<file path="src/rtl/imem_loader.sv">
// Boot-time instruction loader: streams words into cpuCore instruction memory
// through the debug write port, then sequences the core out of reset.
module imem_loader #(
  parameter int XLEN               = 64,
  parameter int INSTRUCTION_LENGTH = XLEN/2,
  parameter int SETUP_CYCLES       = 2,
  parameter int HOLD_CYCLES        = 1,
  parameter int RELEASE_CYCLES     = 2
) (
  input  logic                          clk,
  input  logic                          rst_n,
  input  logic                          start,
  input  logic                          abort,
  input  logic [XLEN-1:0]               load_base,
  input  logic                          s_valid,
  output logic                          s_ready,
  input  logic [INSTRUCTION_LENGTH-1:0] s_instr,
  input  logic                          s_last,
  output logic                          dbg_wr_en,
  output logic [XLEN-1:0]               dbg_addr,
  output logic [INSTRUCTION_LENGTH-1:0] dbg_instr,
  output logic                          core_rst,
  output logic                          busy,
  output logic                          done,
  output logic [XLEN-1:0]               word_count
);

  localparam int CW = 32;

  typedef enum logic [2:0] {
    IDLE, FETCH, SETUP, WRITE, HOLD, RELEASE, RUN
  } state_t;

  state_t                        state, state_nxt;
  logic [CW-1:0]                 cnt, cnt_d;
  logic                          last_q, last_d;
  logic                          s_ready_d, wr_en_d, core_rst_d, busy_d, done_d;
  logic [XLEN-1:0]               addr_d, wc_d;
  logic [INSTRUCTION_LENGTH-1:0] instr_d;
  logic                          cur_busy, counting;

  function automatic logic is_busy(input state_t s);
    return (s == FETCH) || (s == SETUP) || (s == WRITE) ||
           (s == HOLD)  || (s == RELEASE);
  endfunction

  assign cur_busy = is_busy(state);
  assign counting = (state == SETUP) || (state == HOLD) || (state == RELEASE);

  // State register; every output is a flop fed from the output-comb process.
  always_ff @(posedge clk or negedge rst_n) begin
    if (!rst_n) begin
      state      <= IDLE;
      cnt        <= '0;
      last_q     <= 1'b0;
      s_ready    <= 1'b0;
      dbg_wr_en  <= 1'b0;
      dbg_addr   <= '0;
      dbg_instr  <= '0;
      core_rst   <= 1'b1;
      busy       <= 1'b0;
      done       <= 1'b0;
      word_count <= '0;
    end else begin
      state      <= state_nxt;
      cnt        <= cnt_d;
      last_q     <= last_d;
      s_ready    <= s_ready_d;
      dbg_wr_en  <= wr_en_d;
      dbg_addr   <= addr_d;
      dbg_instr  <= instr_d;
      core_rst   <= core_rst_d;
      busy       <= busy_d;
      done       <= done_d;
      word_count <= wc_d;
    end
  end

  // Next-state logic; abort overrides start and the FETCH handshake.
  always_comb begin
    state_nxt = state;
    case (state)
      IDLE:    if (start) state_nxt = FETCH;
      FETCH:   if (s_valid) state_nxt = SETUP;
      SETUP:   if (cnt == CW'(SETUP_CYCLES - 1)) state_nxt = WRITE;
      WRITE:   state_nxt = HOLD;
      HOLD:    if (cnt == CW'(HOLD_CYCLES - 1))
                 state_nxt = last_q ? RELEASE : FETCH;
      RELEASE: if (cnt == CW'(RELEASE_CYCLES - 1)) state_nxt = RUN;
      RUN:     if (start) state_nxt = FETCH;
      default: state_nxt = IDLE;
    endcase
    if (cur_busy && abort) state_nxt = IDLE;
  end

  // Output logic: values presented in the cycle the machine enters state_nxt.
  always_comb begin
    cnt_d      = (counting && state_nxt == state) ? cnt + 1'b1 : '0;
    last_d     = last_q;
    instr_d    = dbg_instr;
    addr_d     = dbg_addr;
    wc_d       = word_count;
    s_ready_d  = (state_nxt == FETCH);
    wr_en_d    = (state_nxt == WRITE);
    busy_d     = is_busy(state_nxt);
    done_d     = (state_nxt == RUN);
    core_rst_d = (state_nxt != RUN);

    if ((state == IDLE || state == RUN) && state_nxt == FETCH) begin
      addr_d = load_base;
      wc_d   = '0;
    end
    if (state == FETCH && state_nxt == SETUP) begin
      instr_d = s_instr;
      last_d  = s_last;
    end
    // The final word leaves the address on itself; others advance (mod 2^XLEN).
    if (state == HOLD && state_nxt == FETCH) begin
      addr_d = dbg_addr + 1'b1;
      wc_d   = word_count + 1'b1;
    end
    if (state == HOLD && state_nxt == RELEASE)
      wc_d = word_count + 1'b1;
  end

endmodule

</file>
<file path="config.mk">
export PLATFORM = sky130hd
export DESIGN_NAME = imem_loader
export DESIGN_NICKNAME = d
export VERILOG_FILES = /design/src/rtl/imem_loader.sv
export SDC_FILE = /design/constraint.sdc
export NUM_CORES = 1
export LEC_CHECK = 0
export BUFFER_PORTS_ARGS = -buffer_cell sky130_fd_sc_hd__buf_4
export CORE_MARGIN = 1.5
export CORE_UTILIZATION = 30
export DETAILED_ROUTE_END_ITERATION = 8
export SYNTH_ARGS = -nofsm -noshare
export SYNTH_HDL_FRONTEND = slang
export SYNTH_SLANG_ARGS = --single-unit
export TNS_END_PERCENT = 10
</file>
<file path="constraint.sdc">
create_clock -name clk -period 3.3 [get_ports clk]
set_input_delay 0.495 -clock clk [delete_from_list [all_inputs] [get_ports clk]]
set_output_delay 0.495 -clock clk [all_outputs]
set_load 0.1 [all_outputs]
</file>
Word level (Yosys, flattened, before mapping) --
Index checks and enable logic that the tools add are counted. W data, S select, Z words.
Word-level totals: input bits 102, flip-flop bits (word level) 201, output and inout bits 165
Cells by class: mux-type cells 14, eq/ne operators 15, $add $sub $neg 3, reductions and logical operators 22
Operator list (number):
- $mux W64 | 5
- $add A64 B1 Y64 const B | 2
- $add A32 B1 Y32 const B | 1
- $eq A32 B1 Y1 const B | 1
- $logic_not A32 Y1 | 1
- $mux W32 | 1
- $mux W3 | 7
- $eq A3 B3 Y1 const B | 6
- $pmux W3 S6 | 1
- $eq A3 B2 Y1 const B | 4
- $logic_or A1 B1 Y1 | 11
- $eq A3 B1 Y1 const B | 2
- $logic_and A1 B1 Y1 | 6
- $eq A3 B3 Y1 | 1
- $logic_not A3 Y1 | 1
- $ne A3 B3 Y1 const B | 1
- $reduce_bool A3 Y1 | 1
- $reduce_bool A2 Y1 | 1
- $reduce_or A2 Y1 | 1

Logic depth before layout (Yosys ltp) --
Gate-level depths: netlist of the first run.
depth after elaboration 12, mapped depth 12, mapped depth without buffers 10

Worst setup path after synthesis of the first run --
No wires, ideal clock.
path kind register to register, start point register word_count[0], end point register word_count[24], arrival time 2.970 ns, path slack 0.168 ns, required time 3.137 ns, cell stages (with the launch flop) 10, period minus slack after synthesis 3.132 ns, cell sequence dfrtp_1 ha_1 nand3_1 nor3_1 and4_1 nand3_1 nor2_1 a41oi_1 o21ai_0 o31ai_1
On the way: cells in the longest elaborated chain, start to end 3
Ends and longest elaborated chain:
- from (decl) | RTL line 25 | output logic [XLEN-1:0] word_count
- from (signal assigned) | RTL line 75 | word_count <= wc_d;
- $add A64 B1 Y64 (*) | RTL line 120, 123
- $mux W64 | RTL line 118 | if (state == HOLD && state_nxt == FETCH) begin
- $mux W64 (*) | RTL line 122 | if (state == HOLD && state_nxt == RELEASE)
Mark *: on every way between the ends. The rest lies on a longest branch, timed or not. A chain may end at the register's enable or synchronous reset.

Worst setup path in the final report of the first run --
start point register cnt[3], end point register dbg_addr[51]
On the way: cells in the longest elaborated chain, start to end 7
Ends and longest elaborated chain:
- from (decl) | RTL line 35 | logic [CW-1:0] cnt, cnt_d;
- from (signal assigned) | RTL line 66 | cnt <= cnt_d;
- $eq A32 B1 Y1 or $logic_not A32 Y1 (tied branches) | RTL line 85, 89, 87
- $mux W3, on equally long branches | RTL line 89, 85, 87
- $pmux W3 S6 (*) | RTL line 82 | case (state)
- $mux W3 (*) | RTL line 93 | if (cur_busy && abort) state_nxt = IDLE;
- $eq A3 B1 Y1 (*) | RTL line 109, 118
- $logic_and A1 B1 Y1, on equally long branches | RTL line 118, 109
- $mux W64 or $reduce_bool A2 Y1 (tied branches)
- to (signal assigned) | RTL line 70 | dbg_addr <= addr_d;
- to (decl) | RTL line 20 | output logic [XLEN-1:0] dbg_addr,
Marks and branches as above.

==> results of run 1 <==
worst max path at each step:
stage / end / slack (ns) / cells after the start
after CTS: dbg_addr[1]$_DFFE_PN0P_ / 0.37 / 9
after global placement: dbg_addr[51]$_DFFE_PN0P_ / 0.49 / 9
after floorplan: word_count[24]$_DFFE_PN0P_ / 0.17 / 9
after detailed placement: dbg_addr[51]$_DFFE_PN0P_ / 0.39 / 9
final: dbg_addr[51]$_DFFE_PN0P_ / 0.32 / 9
after global routing: dbg_addr[51]$_DFFE_PN0P_ / 0.18 / 9
synth_stat cells, types with 4 or more instances:
cell       instances
a21oi_1          131
a2bb2oi_1         13
a31oi_1           23
and2_1             7
and3_1            26
and4_1            11
buf_2             29
buf_4             14
buf_6              7
clkbuf_1          16
dfrtp_1          200
ha_1               5
inv_1             20
mux2_2            33
nand2_1          107
nand3_1           93
nand4_1           38
nor2_1           123
nor2b_1            8
nor3_1            23
nor3_2             7
nor4_1            11
o21ai_0          126
o21ai_1           14
o22a_1             6
o22ai_1           19
o31ai_1           12
o41ai_1            5
or3_1              5
or4_1              4
xnor2_1            7
xor2_1            23
registers in the layout, indices dropped and copies added (netlist names), 3 cells and up:
| signal | count |
|---|---|
| state | 3 |
| word_count | 64 |
| cnt | 32 |
| dbg_addr | 64 |
| dbg_instr | 32 |
cells in the final DEF (no fill, tap or decap), drive strengths merged, types with 26 or more instances in the layout:
cell    synthesis  routed
buf            51     306
dfrtp         200     200
o21ai         140     140
a21oi         133     133
nor2          127     127
nand2         109     109
nand3          93      93
clkbuf         17      42
nand4          38      38
mux2           33      33
nor3           32      32
and3           26      26
routing by layer:
metal  vias to the layer above  wire [um]
li1                       5044          -
met1                      5116      15100
met2                       375      15900
met3                        58       2430
met4                         0       1040
met5                         -          0
cells by family (layout without fill, tap and decap cells):
| group | count (synthesis) | count (layout) |
|---|---|---|
| fa+ha+maj | 5 | 5 |
| xor+xnor | 30 | 30 |
| buf+inv | 88 | 376 |
| mux | 34 | 34 |
| other cells | 0 | 1 |
| flops | 201 | 201 |
| simple gates | 485 | 485 |
| compound gates | 383 | 383 |
critical path, cell delays in order (launching register included):
cell      delay, ns
dfrtp_1        0.42
nor4_1         0.36
nand4_1        0.28
nor3_2         0.31
and3_1         0.31
o21a_2         0.20
and2_2         0.49
buf_12         0.22
a21oi_1        0.07
a211oi_1       0.19
repair_timing:
item	4_1_cts	5_1_grt
endpoints found under the hold margin	57	0
gates resized for setup	0	0
hold buffers	1	0
endpoints found under the setup margin	0	0
power by group through the flow:
stage | combinational (uW) | sequential [uW] | clock, uW
2_1_floorplan | 2120 | 8140 | 0
3_3_place_gp | 8270 | 3870 | 0
3_5_place_dp | 8350 | 3900 | 0
4_1_cts | 8360 | 3860 | 3120
5_1_grt | 8680 | 3980 | 3220
6_report | 8330 | 3870 | 3040
layout make-up:
cell class                      count  area, um2  share of cell area
Timing Repair Buffer              308       2380               0.165
Tap cell                          461        577              0.0399
Inverter                           20       75.1             0.00519
Multi-Input combinational cell    937       5460               0.377
Clock inverter                      7        116             0.00805
Sequential cell                   201       5030               0.348
Clock buffer                       41        818              0.0566
Antenna cell                        1       2.50            0.000173
stage by stage:
step                worst slack [ns]  total power, uW  hold slack, ns  utilization
floorplan                      0.168            10300           0.199            -
global placement               0.489            12100           0.490        0.378
detailed placement             0.394            12200           0.493        0.378
CTS                            0.369            15300           0.177        0.405
global route                   0.179            15900           0.184        0.405
finish                         0.319            15200           0.199        0.405
==> results.txt, run 1 <==
----------------------------------------------------
[Cells and area]
  Area of all placed cells without fillers ... 14500 um2
  Share of layout cells above drive strength 1 ... 0.281
  Layout filler cell count ... 3575
  Number of nets in the finished design ... between 1500 and 2000
  Number of standard cells in the final layout excluding fillers ... 1976
  Area growth from synthesis to layout ... 32.2%

[Logic synthesis]
  Fraction of the yosys area taken by sequential cells ... 0.460
  Combinational family with the most area after synthesis ... simple AND/OR/NAND/NOR gates
  Total of flip-flops plus latches after synthesis ... about 200
  Adder-cell area share of the yosys netlist ... 0.00572
  Synthesis Warnings ... 0
  Average instance area after synthesis ... 8.92 um2
  Async set-reset flop share out of synthesis ... 1.00
  Gate count of the mapped netlist ... 1226
  Post-Synthesis Cell Area ... 10900 um2
  Syn nets ... 1333
  Commonest register cell after synthesis ... dfrtp_1
  Share of synthesized cell area in and, or, nand and nor gates ... 0.224
  Area contributors post-synth ... dfrtp_1 46%, a21oi_1 6.0%, o21ai_0 5.8%
  Count of distinct cell types in the synthesized netlist ... 75
  Yosys top cell by area ... dfrtp_1
  Mux share of post-synthesis cell area ... 0.0349
  Post-synth EDFFs ... 0
  Xor and xnor area share after synthesis ... 0.0240
  Share of the synthesized area in the top cell type ... 0.458
  Share of the synthesized area in compound gates (AO/OA/AOI/OAI) ... 0.208

[Critical path]
  Critical Path End Type ... register
  Register-to-Register Path Depth ... 9
  Worst-path maximum fanout ... 23
  Destination of the worst register-to-register timing path ... dbg_addr[51]$_DFFE_PN0P_
  Start point of the critical path ... cnt[3]$_DFF_PN0_
  Critical Setup Path Class ... reg -> reg
  Reg-to-Reg Start ... cnt[3]$_DFF_PN0_
  Data required time at the worst endpoint ... 3.73 ns
  Slack of the worst reg-to-reg path ... 0.32 ns
  Data arrival, critical path ... 3.41 ns
  Sort of element at the start of the critical path ... register

[Detailed routing]
  Routed wire length ... 34.4 mm
  Total iterations of the first detailed-routing run ... 8
  Iteration-0 DRC Markers ... 646
  Antenna-violating nets left ... 0
  Routed via count divided by cell count ... 5.36
  DR vias ... 10600
  DRC ... 16
  Detailed-route wire length per cell ... 17.4 um

[Power]
  Internal Dissipation ... 7020 uW
  Switching Fraction ... 0.539
  Share of power burned in the clock network ... 0.200
  Net switching power ... slightly above 8000 uW
  Power per standard cell area ... roughly 1100 nW/um2
  Peak supply drop ... 1.35 mV
  Flop pwr share ... 0.254
  Leakage power summed over all cells ... roughly 0.0062 uW
  Fraction of power consumed by combinational cells ... 0.546

[Placed design]
  DP Wirelength ... about 25 mm
  Count of input and output buffers ... 266
  Cells after DPL ... roughly 1900
  Area of placed instances ... 13500 um2
  Weighted congestion at the end of routability-driven global placement ... roughly 0.85

[Clock tree]
  Clock tree from TritonCTS ... done
  CTS H-Tree Depth ... 1
  Number of setup buffers added after CTS ... 0
  Buffer type at the clock tree root ... clkbuf_16
  Number of buffers inserted during clock tree synthesis ... 26
  Clock slew at reported path FFs ... around 0.06 ns
  Worst-skew pair later-pin latency ... 0.53 ns
  Clock sink total ... 201
  Maximum count of clock buffers along a single path ... 3

[STA]
  Total count of hold-check failures in the final report ... 0
  Final worst path period share ... 0.903
  Highest clock frequency the design can meet ... 335 MHz
  Least-Margin Pin Slew ... 0.666 ns
  Final sum of negative setup slack ... 0 ns
  Endpoints failing setup ... 0
  Slew Limit Headroom ... 0.552
  Min Tclk post-route ... ~3.0 ns
  Worst Clk Skew ... 0.0128 ns
  Max Slew Vio Count ... 0
  Setup repair after global routing missed its margin ... false

[Global routing]
  Total global-route track usage ... 0.178
  Pin count of the biggest net entering global routing ... 75
  Total congestion overflow ... 0
  Met2 usage in global routing ... 0.286
  Global-route wire length before repair ... 55.6 mm
  GRT busiest layer ... met2
  Met1 Track Usage GR ... 0.240
  Met3 layer usage reported by global route ... 0.0325
  Antenna violations before repair ... 1
  Vias in the first global route ... 10300

[Floorplan]
  FP Rows ... 69
  Top-level port count ... 267
  Horizontal die dimension ... between 150 and 200 um
  Die outline area ... approximately 38000 um2
  Starting density of the core ... 0.306
  Die outline height ... 194 um
  Area of the core ... between 30000 and 40000 um2

[Outcome]
  Status ... finished with violations
  Violated checks ... DRC

[Worst hold path]
  Hold path depth ... 2
  Hold path start ... s_instr[25]
  Worst min-delay path class ... in -> reg
  Destination of the worst hold path ... dbg_instr[25]$_DFFE_PN0P_

[Run]
  Total of max-cap violations ... 0

----------------------------------------------------
No activity file was read; power rests on OpenSTA's default activity.
==> run 2: changes to the inputs <==
--- a/config.mk
+++ b/config.mk
@@ -9,6 +9,7 @@
 export CORE_MARGIN = 1.5
 export CORE_UTILIZATION = 30
 export DETAILED_ROUTE_END_ITERATION = 8
+export REMOVE_ABC_BUFFERS = 1
 export SYNTH_ARGS = -nofsm -noshare
 export SYNTH_HDL_FRONTEND = slang
 export SYNTH_SLANG_ARGS = --single-unit
==> run 2 against run 1 <==
Compared with the run above:
- the run still ends with DRC left
- worst hold slack improved by 0.0058 ns
- register-to-register slack gained 0.06 ns
- first-iteration DRC count rose by 0.77%
- cell count decreased by 0.71%
- utilization is 0.58 points lower
- clock skew rose by 0.011 ns
- via count down 1.9%
- clock power down 13%
- critical path type unchanged
- largest cell class unchanged
==> results.txt, run 2 (synthesis results as in run 1) <==
----------------------------------------------------
[Detailed routing]
  DR top layer ... met4 (unchanged)
  DR vias ... 10400 (was 10600)
  Detailed-route wire length per cell ... 17.3 um (was 17.4 um)
  Routed wire length ... 34.0 mm (was 34.4 mm)
  Met2 wire len ... 16.0 mm (was 15.9 mm)
  Routed via count divided by cell count ... 5.30 (was 5.36)
  DR WL met3 ... 2.21 mm (was 2.43 mm)
  Antenna-violating nets left ... 0 (unchanged)
  Total iterations of the first detailed-routing run ... 7 (was 8)
  DRC ... 17 (was 16)
  Iteration-0 DRC Markers ... 651 (was 646)
  Met1 routed wirelength after detailed routing ... 15.0 mm (was 15.1 mm)

[STA]
  Total count of hold-check failures in the final report ... 0 (unchanged)
  Max Slew Vio Count ... 0 (unchanged)
  Worst Clk Skew ... 0.0238 ns (was 0.0128 ns)
  Slew Limit Headroom ... 0.563 (was 0.552)
  Min Tclk post-route ... 2.92 ns (was 2.98 ns)
  Least-Margin Pin Slew ... 0.650 ns (was 0.666 ns)
  Setup repair after global routing missed its margin ... false (unchanged)
  Endpoints failing setup ... 0 (unchanged)
  Final worst path period share ... 0.886 (was 0.903)
  Highest clock frequency the design can meet ... 342 MHz (was 335 MHz)

[Critical path]
  Data arrival, critical path ... 3.37 ns (was 3.41 ns)
  Top cell family by delay on the critical path ... simple AND/OR/NAND/NOR gates (unchanged)
  Critical Setup Path Class ... reg -> reg (unchanged)
  Critical Path End Type ... register (unchanged)
  Crit path buffers/inverters ... 1 (unchanged)
  CP Cell Sequence ... nor4_1 -> nand4_1 -> nor3_2 -> and3_1 -> o21a_2 -> and2_2 -> buf_4 -> a21oi_1 -> a21oi_1 (was nor4_1 -> nand4_1 -> nor3_2 -> and3_1 -> o21a_2 -> and2_2 -> buf_12 -> a21oi_1 -> a211oi_1)
  Highest-delay cell along the critical path ... and2_2 (unchanged)
  Worst-path maximum fanout ... 21 (was 23)
  Sort of element at the start of the critical path ... register (unchanged)
  Slack of the worst reg-to-reg path ... 0.38 ns (was 0.32 ns)
  Most used cell, CP ... a21oi_1
  Largest stage delay on the critical path ... 0.50 ns (was 0.49 ns)
  Data required time at the worst endpoint ... 3.75 ns (was 3.73 ns)

[Cells and area]
  Share of layout cells above drive strength 1 ... 0.272 (was 0.281)
  Number of standard cells in the final layout excluding fillers ... 1962 (was 1976)
  Share of the core filled with cells ... 0.399 (was 0.405)
  Largest registers in the final layout ... dbg_addr (64), word_count (64) (unchanged)
  Highest-count cells in the layout ignoring fill and taps ... 293 x buf_4, 200 x dfrtp_1, 131 x a21oi_1, 126 x o21ai_0, 122 x nor2_1 (was 301 x buf_4, 200 x dfrtp_1, 131 x a21oi_1, 126 x o21ai_0, 122 x nor2_1)
  Area growth from synthesis to layout ... 30.3% (was 32.2%)
  Most common cell after layout, fill and taps aside ... buf_4 (unchanged)
  Diode insertion count for antenna repair ... 0 (was 1)
  Number of nets in the finished design ... 1593 (was 1601)

[Floorplan]
  Area of the core ... 35700 um2 (unchanged)
  Die outline area ... 37600 um2 (unchanged)
  Horizontal die dimension ... 194 um (unchanged)
  Die outline height ... 194 um (unchanged)
  FP Rows ... 69 (unchanged)
  Starting density of the core ... 0.306 (unchanged)
  Top-level port count ... 267 (unchanged)

[Clock tree]
  CTS H-Tree Depth ... 1 (unchanged)
  Number of buffers inserted during clock tree synthesis ... 25 (was 26)
  Buffer type at the clock tree root ... clkbuf_16 (unchanged)
  Count of hold-fix buffers inserted at cts ... 1 (unchanged)
  Maximum count of clock buffers along a single path ... 3 (unchanged)
  Clock tree from TritonCTS ... done (unchanged)
  Clock sink total ... 201 (unchanged)
  Number of setup buffers added after CTS ... 0 (unchanged)
  Clock slew at reported path FFs ... 0.06 ns (about the same)
  Post_cts resized ... 0 (unchanged)
  Worst-skew pair later-pin latency ... 0.54 ns (was 0.53 ns)

[Placed design]
  Weighted congestion at the end of routability-driven global placement ... 0.825 (was 0.854)
  DP Wirelength ... 24.2 mm (was 24.6 mm)
  Cells after DPL ... 1919 (was 1926)
  Count of input and output buffers ... 266 (unchanged)

[Global routing]
  Pin count of the biggest net entering global routing ... 75 (unchanged)
  Total congestion overflow ... 0 (unchanged)
  Global-route wire length before repair ... 55.2 mm (was 55.6 mm)
  Vias in the first global route ... 10100 (was 10300)
  Antenna violations before repair ... 0 (was 1)
  Total global-route track usage ... 0.178 (about the same)

[Outcome]
  Violated checks ... DRC (unchanged)
  Status ... finished with violations (unchanged)

[Power]
  Leakage power summed over all cells ... 0.00606 uW (was 0.00618 uW)
  Peak supply drop ... 1.21 mV (was 1.35 mV)
  Power per standard cell area ... 1040 nW/um2 (was 1050 nW/um2)

[Run]
  Total of max-cap violations ... 0 (unchanged)

[Worst hold path]
  Worst min-delay path class ... in -> reg (unchanged)

----------------------------------------------------
[run 2: cell count changes in the layout (fill, tap and decap cells not counted)]
| cell | before | now |
|---|---|---|
| clkinvlp_4 | 1 | 0 |
| clkbuf_8 | 10 | 6 |
| buf_12 | 5 | 6 |
| bufinv_16 | 3 | 1 |
| clkbuf_1 | 5 | 8 |
| clkinv_2 | 2 | 3 |
| clkinv_4 | 1 | 0 |
| buf_4 | 301 | 293 |
| clkbuf_16 | 27 | 25 |
| diode_2 | 1 | 0 |
[run 2: final timing paths]
path | startpoint | endpoint | depth (start not counted)
setup / recovery | cnt[12]$_DFF_PN0_ | dbg_addr[42]$_DFFE_PN0P_ | 9
max in group asynchronous | rst_n | core_rst$_DFF_PN1_ | 3
hold / removal | s_instr[5] | dbg_instr[5]$_DFFE_PN0P_ | 2
hold reg to reg | word_count[63]$_DFFE_PN0P_ | word_count[63]$_DFFE_PN0P_ | 1
setup reg to reg | cnt[12]$_DFF_PN0_ | dbg_addr[42]$_DFFE_PN0P_ | 9
min in group asynchronous | rst_n | word_count[63]$_DFFE_PN0P_ | 2
[run 2: area by class of cell]
type / instances / area [um2]
fillers: 3570 / 21500
multi-input cells: 937 / 5460
flip-flops and latches: 201 / 5030
repair buffers: 301 / 2340
clock buffers: 38 / 724
well taps: 461 / 577
inverters: 20 / 75.1
clock inverters: 4 / 45.0
[run 2: worst reg2reg max path, stage by stage, from the launching register on]
cell and delay (ns):
dfrtp_1 0.41, nor4_1 0.36, nand4_1 0.28, nor3_2 0.30, and3_1 0.32, o21a_2 0.20, and2_2 0.50, buf_4 0.28
a21oi_1 0.07, a21oi_1 0.14
[run 2: layer usage]
layer / vias up / track usage
met2: 319 / 0.291
met5: - / 0
met3: 46 / 0.0393
li1: 5017 / -
met4: 0 / 0.0437
met1: 5011 / 0.239
[run 2: per-stage QoR]
| stage | TNS [ns] | instance area (um2) | hold slack [ns] | power, uW | setup WS (ns) |
|---|---|---|---|---|---|
| floorplan | -67.34 | 10500 | 0.199 | 10100 | -0.781 |
| global placement | 0 | 13500 | 0.479 | 12200 | 0.395 |
| detailed placement | 0 | 13500 | 0.480 | 12300 | 0.377 |
| CTS | 0 | 14300 | 0.178 | 15000 | 0.365 |
| global route | 0 | 14300 | 0.184 | 15500 | 0.108 |
| finish | 0 | 14300 | 0.205 | 14900 | 0.377 |
[run 2: where the power goes]
part           total [uW]  switching, uW  internal [uW]
Clock                2640           1060           1570
Sequential           3900            762           3130
Combinational        8320           6350           1970
